$ cat src/rtl/irq_ctrl_pkg.sv
// Shared constants for the APB interrupt controller: register offsets,
// FSM state encoding and default field widths.
package irq_ctrl_pkg;

    localparam int DEFAULT_PRIO_W = 3;
    localparam int DEFAULT_ID_W   = 5;

    localparam logic [7:0] REG_ENABLE    = 8'h00;
    localparam logic [7:0] REG_MODE      = 8'h01;
    localparam logic [7:0] REG_PENDING   = 8'h02;
    localparam logic [7:0] REG_ACTIVE    = 8'h03;
    localparam logic [7:0] REG_ACK       = 8'h04;
    localparam logic [7:0] REG_GLOBAL_EN = 8'h05;
    localparam logic [7:0] REG_PRIO_BASE = 8'h10;

    typedef enum logic [1:0] {
        ST_IDLE  = 2'd0,
        ST_SERVE = 2'd1,
        ST_GAP   = 2'd2
    } irq_state_e;

endpackage

$ cat src/rtl/irq_prio_arbiter.sv
// Combinational priority selector: highest priority wins, ties resolve to
// the lowest index. A priority of zero is still a valid contender.
module irq_prio_arbiter #(
    parameter int NUM_IRQ = 8,
    parameter int PRIO_W  = 3,
    parameter int ID_W    = 5
) (
    input  logic [NUM_IRQ-1:0]             valid_i,
    input  logic [NUM_IRQ-1:0][PRIO_W-1:0] prio_i,
    output logic [ID_W-1:0]                id_o,
    output logic                           any_valid_o
);

    logic [PRIO_W-1:0] best;

    // Ascending scan with strict '>' keeps the lower index on ties.
    always_comb begin
        id_o        = '0;
        any_valid_o = 1'b0;
        best        = '0;
        for (int i = 0; i < NUM_IRQ; i++) begin
            if (valid_i[i] && (!any_valid_o || prio_i[i] > best)) begin
                any_valid_o = 1'b1;
                best        = prio_i[i];
                id_o        = ID_W'(i);
            end
        end
    end

endmodule

$ cat src/rtl/apb_irq_controller_n.sv
// APB interrupt controller with NUM_IRQ sources, per-source edge/level mode,
// enable and priority, and an ID/ACK handshake to the core.
// Optional macro IRQ_CLK_GATE_EN adds clk_en_i, which freezes pending
// capture, edge history and the FSM while low (APB registers stay writable).
module apb_irq_controller_n
    import irq_ctrl_pkg::*;
#(
    parameter int NUM_IRQ = 8,
    parameter int PRIO_W  = DEFAULT_PRIO_W,
    parameter int ID_W    = DEFAULT_ID_W
) (
    input  logic               pclk_i,
    input  logic               rst_n_i,
`ifdef IRQ_CLK_GATE_EN
    input  logic               clk_en_i,
`endif
    input  logic               psel_i,
    input  logic               penable_i,
    input  logic               pwrite_i,
    input  logic [31:0]        paddr_i,
    input  logic [31:0]        pwdata_i,
    output logic [31:0]        prdata_o,
    output logic               pready_o,
    output logic               pslverr_o,
    input  logic [NUM_IRQ-1:0] irq_trigger_i,
    output logic               irq_o,
    output logic [ID_W-1:0]    irq_id_o
);

    irq_state_e                     state;
    logic [NUM_IRQ-1:0]             enable, mode, pending, prev;
    logic [NUM_IRQ-1:0][PRIO_W-1:0] prio;
    logic                           global_en;
    logic                           tick;

`ifdef IRQ_CLK_GATE_EN
    assign tick = clk_en_i;
`else
    assign tick = 1'b1;
`endif

    logic [7:0]  addr, prio_off;
    logic        acc, wr_ok, addr_bad, ack_match, ack_hit, prio_hit;
    logic [31:0] rd_data;
    logic        unused_bits;

    assign unused_bits = ^{paddr_i[31:8], pwdata_i};
    assign addr        = paddr_i[7:0];
    assign acc         = psel_i & penable_i;
    assign prio_off    = addr - REG_PRIO_BASE;
    assign prio_hit    = (addr >= REG_PRIO_BASE) && (prio_off < 8'(NUM_IRQ));
    assign ack_match   = (state == ST_SERVE) && (pwdata_i[ID_W-1:0] == irq_id_o);
    assign wr_ok       = acc & pwrite_i & ~addr_bad;
    // An ACK that lands while the logic is frozen is silently dropped.
    assign ack_hit     = wr_ok && (addr == REG_ACK) && ack_match && tick;

    // Read mux and address validity.
    always_comb begin
        rd_data  = '0;
        addr_bad = 1'b0;
        case (addr)
            REG_ENABLE:    rd_data = 32'(enable);
            REG_MODE:      rd_data = 32'(mode);
            REG_PENDING:   rd_data = 32'(pending);
            REG_ACTIVE:    rd_data = {state == ST_SERVE, 31'(irq_id_o)};
            REG_ACK:       rd_data = '0;
            REG_GLOBAL_EN: rd_data = {31'b0, global_en};
            default: begin
                if (prio_hit) begin
                    for (int i = 0; i < NUM_IRQ; i++)
                        if (prio_off == 8'(i)) rd_data = 32'(prio[i]);
                end else begin
                    addr_bad = 1'b1;
                end
            end
        endcase
    end

    assign pready_o  = 1'b1;
    assign prdata_o  = (acc && !pwrite_i && !addr_bad) ? rd_data : 32'b0;
    assign pslverr_o = acc && (addr_bad || (pwrite_i && addr == REG_ACK && !ack_match));

    logic [NUM_IRQ-1:0] mode_chg, rise, w1c, ack_clr, id_onehot, eligible, pend_nxt;
    logic [ID_W-1:0]    win_id;
    logic               any_valid;

    assign id_onehot = NUM_IRQ'(1) << irq_id_o;
    assign mode_chg  = (wr_ok && addr == REG_MODE) ? (mode ^ pwdata_i[NUM_IRQ-1:0]) : '0;
    assign w1c       = (wr_ok && addr == REG_PENDING) ? pwdata_i[NUM_IRQ-1:0] : '0;
    assign ack_clr   = ack_hit ? id_onehot : '0;
    // A bit whose mode is being rewritten cannot see an edge this cycle.
    assign rise      = irq_trigger_i & ~prev & ~mode_chg;
    // Edge bits: set beats any clear. Level bits: track the input.
    assign pend_nxt  = (mode & (rise | (pending & ~w1c & ~ack_clr))) | (~mode & irq_trigger_i);
    assign eligible  = pending & enable & {NUM_IRQ{global_en}};

    irq_prio_arbiter #(
        .NUM_IRQ (NUM_IRQ),
        .PRIO_W  (PRIO_W),
        .ID_W    (ID_W)
    ) u_arb (
        .valid_i     (eligible),
        .prio_i      (prio),
        .id_o        (win_id),
        .any_valid_o (any_valid)
    );

    // Configuration registers, always writable over APB.
    always_ff @(posedge pclk_i or negedge rst_n_i) begin
        if (!rst_n_i) begin
            enable    <= '0;
            mode      <= '0;
            global_en <= 1'b0;
            prio      <= '0;
        end else if (wr_ok) begin
            if (addr == REG_ENABLE)    enable    <= pwdata_i[NUM_IRQ-1:0];
            if (addr == REG_MODE)      mode      <= pwdata_i[NUM_IRQ-1:0];
            if (addr == REG_GLOBAL_EN) global_en <= pwdata_i[0];
            for (int i = 0; i < NUM_IRQ; i++)
                if (prio_hit && prio_off == 8'(i)) prio[i] <= pwdata_i[PRIO_W-1:0];
        end
    end

    // Pending capture and edge history.
    always_ff @(posedge pclk_i or negedge rst_n_i) begin
        if (!rst_n_i) begin
            pending <= '0;
            prev    <= '0;
        end else if (tick) begin
            pending <= pend_nxt;
            prev    <= irq_trigger_i;
        end
    end

    // Serve FSM: latch winner, hold until ACK or loss of eligibility, then
    // force one low cycle after an ACK.
    always_ff @(posedge pclk_i or negedge rst_n_i) begin
        if (!rst_n_i) begin
            state    <= ST_IDLE;
            irq_o    <= 1'b0;
            irq_id_o <= '0;
        end else if (tick) begin
            case (state)
                ST_IDLE: begin
                    if (any_valid) begin
                        state    <= ST_SERVE;
                        irq_o    <= 1'b1;
                        irq_id_o <= win_id;
                    end
                end
                ST_SERVE: begin
                    if (ack_hit) begin
                        state <= ST_GAP;
                        irq_o <= 1'b0;
                    end else if (!(|(eligible & id_onehot))) begin
                        state <= ST_IDLE;
                        irq_o <= 1'b0;
                    end
                end
                ST_GAP:  state <= ST_IDLE;
                default: state <= ST_IDLE;
            endcase
        end
    end

endmodule
$ cat config.mk
export PLATFORM = sky130hd
export DESIGN_NAME = apb_irq_controller_n
export DESIGN_NICKNAME = d
export VERILOG_FILES = /design/src/rtl/irq_ctrl_pkg.sv /design/src/rtl/irq_prio_arbiter.sv /design/src/rtl/apb_irq_controller_n.sv
export SDC_FILE = /design/constraint.sdc
export NUM_CORES = 1
export LEC_CHECK = 0
export ABC_AREA = 1
export BUFFER_PORTS_ARGS = -buffer_cell sky130_fd_sc_hd__buf_2
export CAP_MARGIN = 10
export CORE_UTILIZATION = 55
export DETAILED_ROUTE_END_ITERATION = 12
export PLACE_DENSITY = 0.81
export SLEW_MARGIN = 10
export SYNTH_ARGS = -nofsm -noshare
export SYNTH_HDL_FRONTEND = slang
export SYNTH_SLANG_ARGS = --single-unit
$ cat constraint.sdc
create_clock -name pclk_i -period 18.9 [get_ports pclk_i]
set_input_delay 0.945 -clock pclk_i [delete_from_list [all_inputs] [get_ports pclk_i]]
set_output_delay 0.945 -clock pclk_i [all_outputs]
set_load 0.03 [all_outputs]
==> results.cfg, run 1 <==
[synthesis]
synth_top_flop_cell = dfrtp_1
postSynthCellCount = 626
seq_area_frac_synth_pct = 34.05
syn_avg_cell_area_um2 = 7.395
synthAdderAreaFrac_pct = 5.676
synth_top_family_by_area = simple AND/OR/NAND/NOR gates
synth_area_um2 = 4629
ys_seq_elements = 63
synthSimpleGateAreaFrac_pct = 34.62
synth_xor_area_share_pct = 0.1892
yosysTopAreaCell = dfrtp_1
synthArstFlopShare_pct = 100.0
synth.most_common_cell = nand2_1
synth_top_area_share_pct = 34.05
post_synth_num_cell_types = 46
yosys_warnings = 0
synth-edff-count = 0
synth_compound_area_share_pct = 13.51
ys_top_cells_by_area = dfrtp_1 34%, nand2_1 14%, nand3_1 5.7%
synthMuxAreaShare_pct = 0
netlist_top_cells_count = 168 x nand2_1, 68 x inv_1, 63 x dfrtp_1, 53 x nand3_1, 38 x o21ai_0

[final_layout]
num_antenna_cells = 0
drive_gt1_share_pct = 16.67
area_growth_pct = 8.297
fin_util_pct = 61.33
fin_nets = 771

[grt]
grt_pass1_vias = 4091
grt_pass1_wl_um = 19040
grt_max_degree = 64
antenna_found_initial = 0
grt-ovfl-total = 0
track_usage_pct = 28.68

[timing]
fin_ws_ns = 9.944
skew_ns = 0.009125
rsz0062_at_grt = false
fin_crit_sh_pct = 47.38
hold_ws_ns = 0.4892
slew_headroom_pct = 47.17
finalHoldViolCount = 0
worstMarginPinSlew_ns = 0.7924
setup_viol = 0
fin_setup_tns_ns = 0
fmax_mhz = 111.7
min_period_ns = 8.956
slew_viol_final = 0

[floorplanning]
die_w_um = 93.75
start_util_pct = 56.63
die-area_um2 = 8788
row_count = 33
die_h_um = 93.75
core_area_um2 = 8175
ios = 117

[clock_network]
ctsResizeCount = 0
cts_sinks = 63
holdBufCountCts = 0
cts_made_buffers = 9
clockBufferDepth = 2
cts_tree = yes
clock_latency_ns = 0.37
postCtsSetupRepairBufs = 0
cts_root_buf = clkbuf_8
htreeDepth = 3
path_clk_slew_ns = 0.08

[worst_setup_path]
worst-setup-path-type = flip-flop to flip-flop
worst_setup_path_start_kind = flip-flop
crit_fanout = 10
cp_slowest_cell = dfrtp_1
max_stage_delay_ns = 0.61
end_kind = flip-flop
worstPathArrival_ns = 9.20
r2r_slack_ns = 9.94
path_common_cell = nand2_1
required_ns = 19.15

[routing]
via_per_inst = 5.626
dr.pass1.iters = 5
drt_iter0_markers = 288
ant_nets = 0
via_count = 4405
wl_per_cell_um = 15.10
drcViolationCount = 0
routed_wl_um = 11820

[placed_design]
port_buffers = 42
dp_hpwl_um = 8955
place_congestion = 1.001
dp_slack_ns = 10.07

[power]
ir_drop_mv = 0.05221
p_leak_nw = 2.512
power_density_nw_per_um2 = 54.51
total_power_w = 0.0002733

[run]
max_cap_violations = 0

[outcome]
status = complete, no violations

[min_path]
hold_path_class = flip-flop to flip-flop
through the flow:
stage | instance area [um2] | instances
floorplan | 4720 | 650
global placement | 4833 | 767
detailed placement | 4833 | 767
CTS | 5014 | 783
global route | 5014 | 783
finish | 5014 | 783
critical path: cells and delay by family (launching register included):
family / cells / cell delay, ns
AND/OR/NAND/NOR: 38 / 4.22
adder cells (fa/ha/maj): 7 / 2.06
AO/OA/AOI/OAI: 12 / 1.42
flip-flops: 1 / 0.61
buffers and inverters: 5 / 0.50
path summary, 6_finish.rpt:
| check | start | to | cells past startpoint |
|---|---|---|---|
| worst max register to register | global_en$_DFFE_PN0P_ | irq_id_o[1]$_DFFE_PN0P_ | 62 |
| worst min-delay path | prio[15]$_DFFE_PN0P_ | prio[15]$_DFFE_PN0P_ | 2 |
| min in group asynchronous | rst_n_i | irq_id_o[0]$_DFFE_PN0P_ | 2 |
| max in group asynchronous | rst_n_i | prio[4]$_DFFE_PN0P_ | 2 |
| worst min register to register | prio[15]$_DFFE_PN0P_ | prio[15]$_DFFE_PN0P_ | 2 |
| worst max-delay path | global_en$_DFFE_PN0P_ | irq_id_o[1]$_DFFE_PN0P_ | 62 |
layer usage:
layer	vias to the layer above	GRT usage, %	share of wire [%]
met5	-	0	0
met4	0	15.90	2.9
met3	39	4.854	6.5
met2	198	45.62	46
met1	2055	36.98	44
li1	2113	-	-
layout make-up:
class	instances	area, um2
Clock buffer	9	123.9
Clock inverter	7	56.30
Fill cell	754	3162
Inverter	80	310.3
Multi-Input combinational cell	476	2597
Sequential cell	63	1577
Tap cell	105	131.4
Timing Repair Buffer	43	217.7
layout by cell type, fill, tap and decap left out, types with 9 or more instances in the layout:
cell | synthesis | routed
and2_1 | 9 | 9
nand2_2 | 11 | 11
conb_1 | 2 | 26
nor3_1 | 10 | 10
dfrtp_1 | 63 | 63
o21ai_1 | 12 | 12
nor2_1 | 25 | 25
inv_1 | 68 | 68
a21oi_1 | 22 | 22
o21ai_0 | 38 | 38
buf_2 | 2 | 42
nand2_1 | 168 | 168
nand3_1 | 53 | 53
a31oi_1 | 14 | 14
inv_2 | 9 | 9
clkbuf_8 | 0 | 9
ha_1 | 21 | 21
registers in the layout, summed over array words and instances (netlist names):
name and cells:
prio 24, enable 8, mode 8, pending 8, prev 8, irq_id_o 3
state 2, global_en 1, irq_o 1
power breakdown:
group / switching, W / internal (W)
sequential: 0.00000111 / 0.000137
combinational: 0.0000201 / 0.00000546
clock: 0.0000611 / 0.0000490
total: 0.0000823 / 0.000191
kinds of logic (layout without fill, tap and decap cells):
family	after synthesis	in the layout
simple gates	321	321
buf+inv	111	139
compound gates	107	107
flops	63	63
fa+ha+maj	21	21
other cells	2	26
xor+xnor	1	1
Note: power is estimated with default switching activity, not from simulation.
==> run 2, diff against run 1 <==
- ABC_AREA: 1 -> 0
- CORE_UTILIZATION: 55 -> 49
- PLACE_DENSITY: 0.81 -> 0.77
- clock period: 18.9 -> 7.5 ns (I/O delays scaled with it)
==> results.cfg, run 2 <==
[placed_design]
dp_slack_ns = -1.528
dp_hpwl_um = 9148
port_buffers = 42
place_congestion = 0.9271

[synthesis]
yosysTopAreaCell = dfrtp_1
yosys_warnings = 0
synth-edff-count = 0
synth_area_um2 = 4552
ys_seq_elements = 63
post_synth_num_cell_types = 62
postSynthCellCount = 498
synth_top_area_share_pct = 34.63
ys_top_cells_by_area = dfrtp_1 35%, ha_1 5.8%, mux2_1 5.4%
synth_top_flop_cell = dfrtp_1
synth.most_common_cell = dfrtp_1
netlist_top_cells_count = 63 x dfrtp_1, 49 x nor2_1, 41 x nand2_1, 26 x buf_4, 26 x nand3_1
seq_area_frac_synth_pct = 34.63
synthArstFlopShare_pct = 100.0
syn_avg_cell_area_um2 = 9.140

[min_path]
hold_path_depth = 1
hold_path.startpoint = irq_trigger_i[5]
hold_path_class = input pin to flip-flop

[timing]
rsz0062_at_grt = true
min_period_ns = 8.704
fin_crit_sh_pct = 116.1
slew_headroom_pct = 22.25
skew_ns = 0.01419
fmax_mhz = 114.9
slew_viol_final = 0
finalHoldViolCount = 0
setup_viol = 3
fin_setup_tns_ns = -3.375
worstMarginPinSlew_ns = 1.157
fin_ws_ns = -1.204

[routing]
wl_per_cell_um = 17.70
via_count = 4201
ant_nets = 0
drt_iter0_markers = 278
routed_wl_um = 12370
drcViolationCount = 0
via_per_inst = 6.010
dr.pass1.iters = 7

[final_layout]
area_growth_pct = 25.89
largest-register = prio
num_antenna_cells = 0
final_cell_mix = 63 x dfrtp_1, 60 x buf_4, 45 x nor2_1
drive_gt1_share_pct = 34.01
fin_nets = 684
fill_cells = 696
final_common_cell = dfrtp_1
largest_register_ffs = 24

[floorplanning]
die_w_um = 98.38
die_h_um = 98.38
die-area_um2 = 9679
row_count = 34
ios = 117
start_util_pct = 51.44
core_area_um2 = 8848

[grt]
grt-ovfl-total = 0
grt_max_degree = 64
grt_pass1_wl_um = 20330
track_usage_pct = 27.00
grt_pass1_vias = 4052
antenna_found_initial = 0

[clock_network]
holdBufCountCts = 0
cts_tree = yes
htreeDepth = 3
cts_sinks = 63
cts_made_buffers = 9
path_clk_slew_ns = 0.08
cts_root_buf = clkbuf_8
clockBufferDepth = 2
clock_latency_ns = 0.35

[worst_setup_path]
cp_num_cells = 45
r2r_cells = 45
required_ns = 7.73
end_kind = flip-flop
worstReg2RegStart = pending[0]$_DFF_PN0_
path_buf_inv = 1
path_common_cell = ha_1
critical_path.top_delay_family = compound AO/OA/AOI/OAI gates
critPathLaunch = pending[0]$_DFF_PN0_
max_stage_delay_ns = 0.38
worst_setup_path_start_kind = flip-flop
worst-setup-path-type = flip-flop to flip-flop
crit_fanout = 7
worstPathArrival_ns = 8.93
cp_slowest_cell = dfrtp_1

[outcome]
status = finished, violations left
violations = setup timing

[power]
p_leak_nw = 2.655
power_density_nw_per_um2 = 133.0
ir_drop_mv = 0.1409

[run]
max_cap_violations = 0
[run 2: cell families (layout without fill, tap and decap cells)]
kind of cell	count (synthesis)	in the layout	synth area share, %
AOI/OAI and AO/OA	110	111	16.36
other	2	26	0.1650
buffers and inverters	66	134	7.971
adders and majority gates	21	21	5.772
muxes	54	54	14.60
xor gates and xnor gates	3	3	0.5773
and+or+nand+nor	179	179	19.93
DFF	63	63	34.63
[run 2: path summary, 6_finish.rpt]
check                                          endpoint  slack (ns)
worst min register to register     prio[18]$_DFFE_PN0P_        0.49
max in group asynchronous       irq_id_o[0]$_DFFE_PN0P_        6.79
worst max register to register  irq_id_o[0]$_DFFE_PN0P_       -1.20
worst max-delay path            irq_id_o[0]$_DFFE_PN0P_       -1.20
worst min-delay path                  prev[5]$_DFF_PN0_        0.14
min in group asynchronous             prev[3]$_DFF_PN0_        0.19
[run 2: per-layer routing]
metal | vias to the layer above | routed length (um) | track usage (%)
li1 | 1956 | - | -
met3 | 30 | 665 | 4.223
met4 | 0 | 341 | 12.28
met2 | 195 | 6004 | 44.37
met5 | - | 0 | 0
met1 | 2020 | 5360 | 35.22
[run 2: final cells by class]
| cell class | count | area (um2) | share of cell area (%) |
|---|---|---|---|
| clock buffers | 11 | 151.4 | 2.642 |
| inverters | 15 | 56.30 | 0.9825 |
| multi-input cells | 394 | 3075 | 53.67 |
| clock inverters | 5 | 63.81 | 1.114 |
| well taps | 108 | 135.1 | 2.358 |
| repair buffers | 103 | 671.9 | 11.72 |
| flip-flops and latches | 63 | 1577 | 27.51 |
[run 2: stage by stage]
stage          std cells  hold slack [ns]  cell area [um2]  utilization [%]  total power, W
6_report             699           0.1384             5731            64.76       0.0007623
5_1_grt              699           0.1282             5731            64.76       0.0007855
4_1_cts              695           0.1338             5594            63.22       0.0007585
3_5_place_dp         673           0.4820             5265            59.50       0.0004440
3_3_place_gp         673           0.4736             5265            59.50       0.0004414
2_1_floorplan        522          0.07941             4872                -       0.0004232
[run 2: what timing repair did]
action	in CTS	in global routing
pin swaps	21	25
endpoints found under the hold margin	0	0
buffers inserted	5	4
cloned	1	0
setup endpoints to repair	3	3
gates resized for setup	17	17
[run 2: report_power, final]
part           internal (W)  switching, W  total (W)
clock network      0.000174      0.000146   0.000321
logic             0.0000273     0.0000572  0.0000845
registers          0.000348    0.00000945   0.000357
==> run 3, diff against run 2 <==
- CORE_UTILIZATION: 49 -> 54
- PLACE_DENSITY: 0.77 -> 0.8
- RECOVER_POWER: default -> 100
- clock period: 7.5 -> 8.36 ns (I/O delays scaled with it)
==> results.cfg, run 3 (synthesis gave the netlist of run 2 again) <==
[worst_setup_path]
path_common_cell = ha_1
cp_slowest_cell = dfrtp_1
worst-setup-path-type = flip-flop to flip-flop
r2r_cells = 46
worstReg2RegStart = enable[0]$_DFFE_PN0P_
r2r_slack_ns = -0.43
max_stage_delay_ns = 0.38
worst_setup_path_start_kind = flip-flop
worstPathArrival_ns = 9.03
end_kind = flip-flop
required_ns = 8.60
path_buf_inv = 2
reg2reg_to = irq_id_o[0]$_DFFE_PN0P_
crit_fanout = 8
critical_path.top_delay_family = compound AO/OA/AOI/OAI gates

[power]
clockPowerShare_pct = 36.6
p_leak_nw = 2.574
p_int_w = 0.0004424
pwr-share-seq_pct = 51.1
power_density_nw_per_um2 = 109.1
p_sw_share_pct = 29.40
p_comb_share_pct = 12.2
ir_drop_mv = 0.1309
p_switching_w = 0.0001842

[grt]
grt_pass1_wl_um = 20040
track_usage_pct = 30.14
busiest_layer = met2
grt_util_met1_pct = 39.72
grt_pass1_vias = 4060
grt-ovfl-total = 0
use_met2_pct = 47.99
grt_max_degree = 64
antenna_found_initial = 0
met3_usage_pct = 6.715

[routing]
drt_iter0_markers = 365
dr.pass1.iters = 5
routed_wl_um = 12950
via_count = 4265
wl_per_cell_um = 18.63
drcViolationCount = 0
via_per_inst = 6.137
ant_nets = 0

[outcome]
status = finished, violations left
violations = capacitance limit, slew limit, setup timing

[clock_network]
cts_sinks = 63
clockBufferDepth = 2
cts_tree = yes
path_clk_slew_ns = 0.07
cts_root_buf = clkbuf_8
cts_made_buffers = 9
clock_latency_ns = 0.35
htreeDepth = 3

[timing]
slew_viol_final = 64
finalHoldViolCount = 0
skew_ns = 0.006143
fin_ws_ns = -0.4304
setup_viol = 3
fin_crit_sh_pct = 105.1
fin_setup_tns_ns = -1.072
min_period_ns = 8.790
fmax_mhz = 113.8
slew_headroom_pct = -124.0
hold_ws_ns = 0.1830
rsz0062_at_grt = true
worstMarginPinSlew_ns = 3.360

[final_layout]
fill_cells = 614
largest_register_ffs = 24
seqCellArea_um2 = 1577
fin_nets = 683
multi_input_area_um2 = 3159
area_growth_pct = 26.20
drive_gt1_share_pct = 31.69
num_antenna_cells = 0
final_common_cell = dfrtp_1
final_cell_mix = 63 x dfrtp_1, 57 x buf_4, 44 x nor2_1
largest-register = prio

[min_path]
hold_path_class = input pin to flip-flop
hold_path.startpoint = irq_trigger_i[5]
min_to = prev[5]$_DFF_PN0_
hold_path_depth = 1

[floorplanning]
start_util_pct = 55.68
ios = 117
row_count = 33
die_h_um = 93.81
die_w_um = 93.81
core_area_um2 = 8175
die-area_um2 = 8800

[placed_design]
place_congestion = 0.8903
dp_hpwl_um = 9058
port_buffers = 42

[run]
max_cap_violations = 1
run 3: cell types whose count changed in the layout (fill, tap and decap cells not counted), sizes merged:
cell | previous run | this run
clkinv | 1 | 3
inv | 17 | 15
clkinvlp | 1 | 3
clkbuf | 11 | 27
a32o | 2 | 1
buf | 103 | 86
bufinv | 1 | 0
run 3: timing repair:
item / CTS / global route
pin swaps: 19 / 35
resized for setup: 10 / 46
setup buffers: 7 / 7
hold buffers: 0 / 0
setup endpoints to repair: 3 / 3
run 3: per-stage QoR:
step | worst slack [ns] | power [W] | instance area, um2 | util [%] | cells
2_1_floorplan | -0.3397 | 0.0003797 | 4872 | - | 522
3_3_place_gp | -0.2479 | 0.0003959 | 5224 | 63.90 | 665
3_5_place_dp | -0.5982 | 0.0003983 | 5224 | 63.90 | 665
4_1_cts | -0.3672 | 0.0006264 | 5474 | 66.96 | 688
5_1_grt | -0.8006 | 0.0006467 | 5744 | 70.26 | 695
6_report | -0.4304 | 0.0006266 | 5744 | 70.26 | 695
run 3: worst max path at each step:
| stage | from | end | depth (start not counted) |
|---|---|---|---|
| 6_report | enable[0]$_DFFE_PN0P_ | irq_id_o[0]$_DFFE_PN0P_ | 46 |
| 4_1_cts | enable[0]$_DFFE_PN0P_ | irq_id_o[0]$_DFFE_PN0P_ | 46 |
| 3_3_place_gp | enable[0]$_DFFE_PN0P_ | irq_id_o[0]$_DFFE_PN0P_ | 45 |
| 2_1_floorplan | global_en$_DFFE_PN0P_ | irq_id_o[0]$_DFFE_PN0P_ | 50 |
| 5_1_grt | enable[0]$_DFFE_PN0P_ | irq_id_o[0]$_DFFE_PN0P_ | 47 |
| 3_5_place_dp | enable[0]$_DFFE_PN0P_ | irq_id_o[0]$_DFFE_PN0P_ | 47 |
run 3: final cells by class:
cell class	count	area share, %
multi-input combinational	393	55.00
clock buffer	10	2.222
clock inverter	6	0.6535
inverter	15	0.9802
tap	105	2.287
timing repair buffer	103	11.41
sequential	63	27.44
run 3: per-layer routing:
layer / up-vias / routed length (um)
li1: 1943 / -
met1: 2058 / 5333
met2: 230 / 6317
met3: 34 / 988
met4: 0 / 309
met5: - / 0
run 3: power by group through the flow:
stage	clock network, W	logic [W]	registers, W
2_1_floorplan	0	0.0000561	0.000324
3_3_place_gp	0	0.0000708	0.000325
3_5_place_dp	0	0.0000729	0.000325
4_1_cts	0.000233	0.0000738	0.000320
5_1_grt	0.000242	0.0000832	0.000321
6_report	0.000229	0.0000767	0.000320
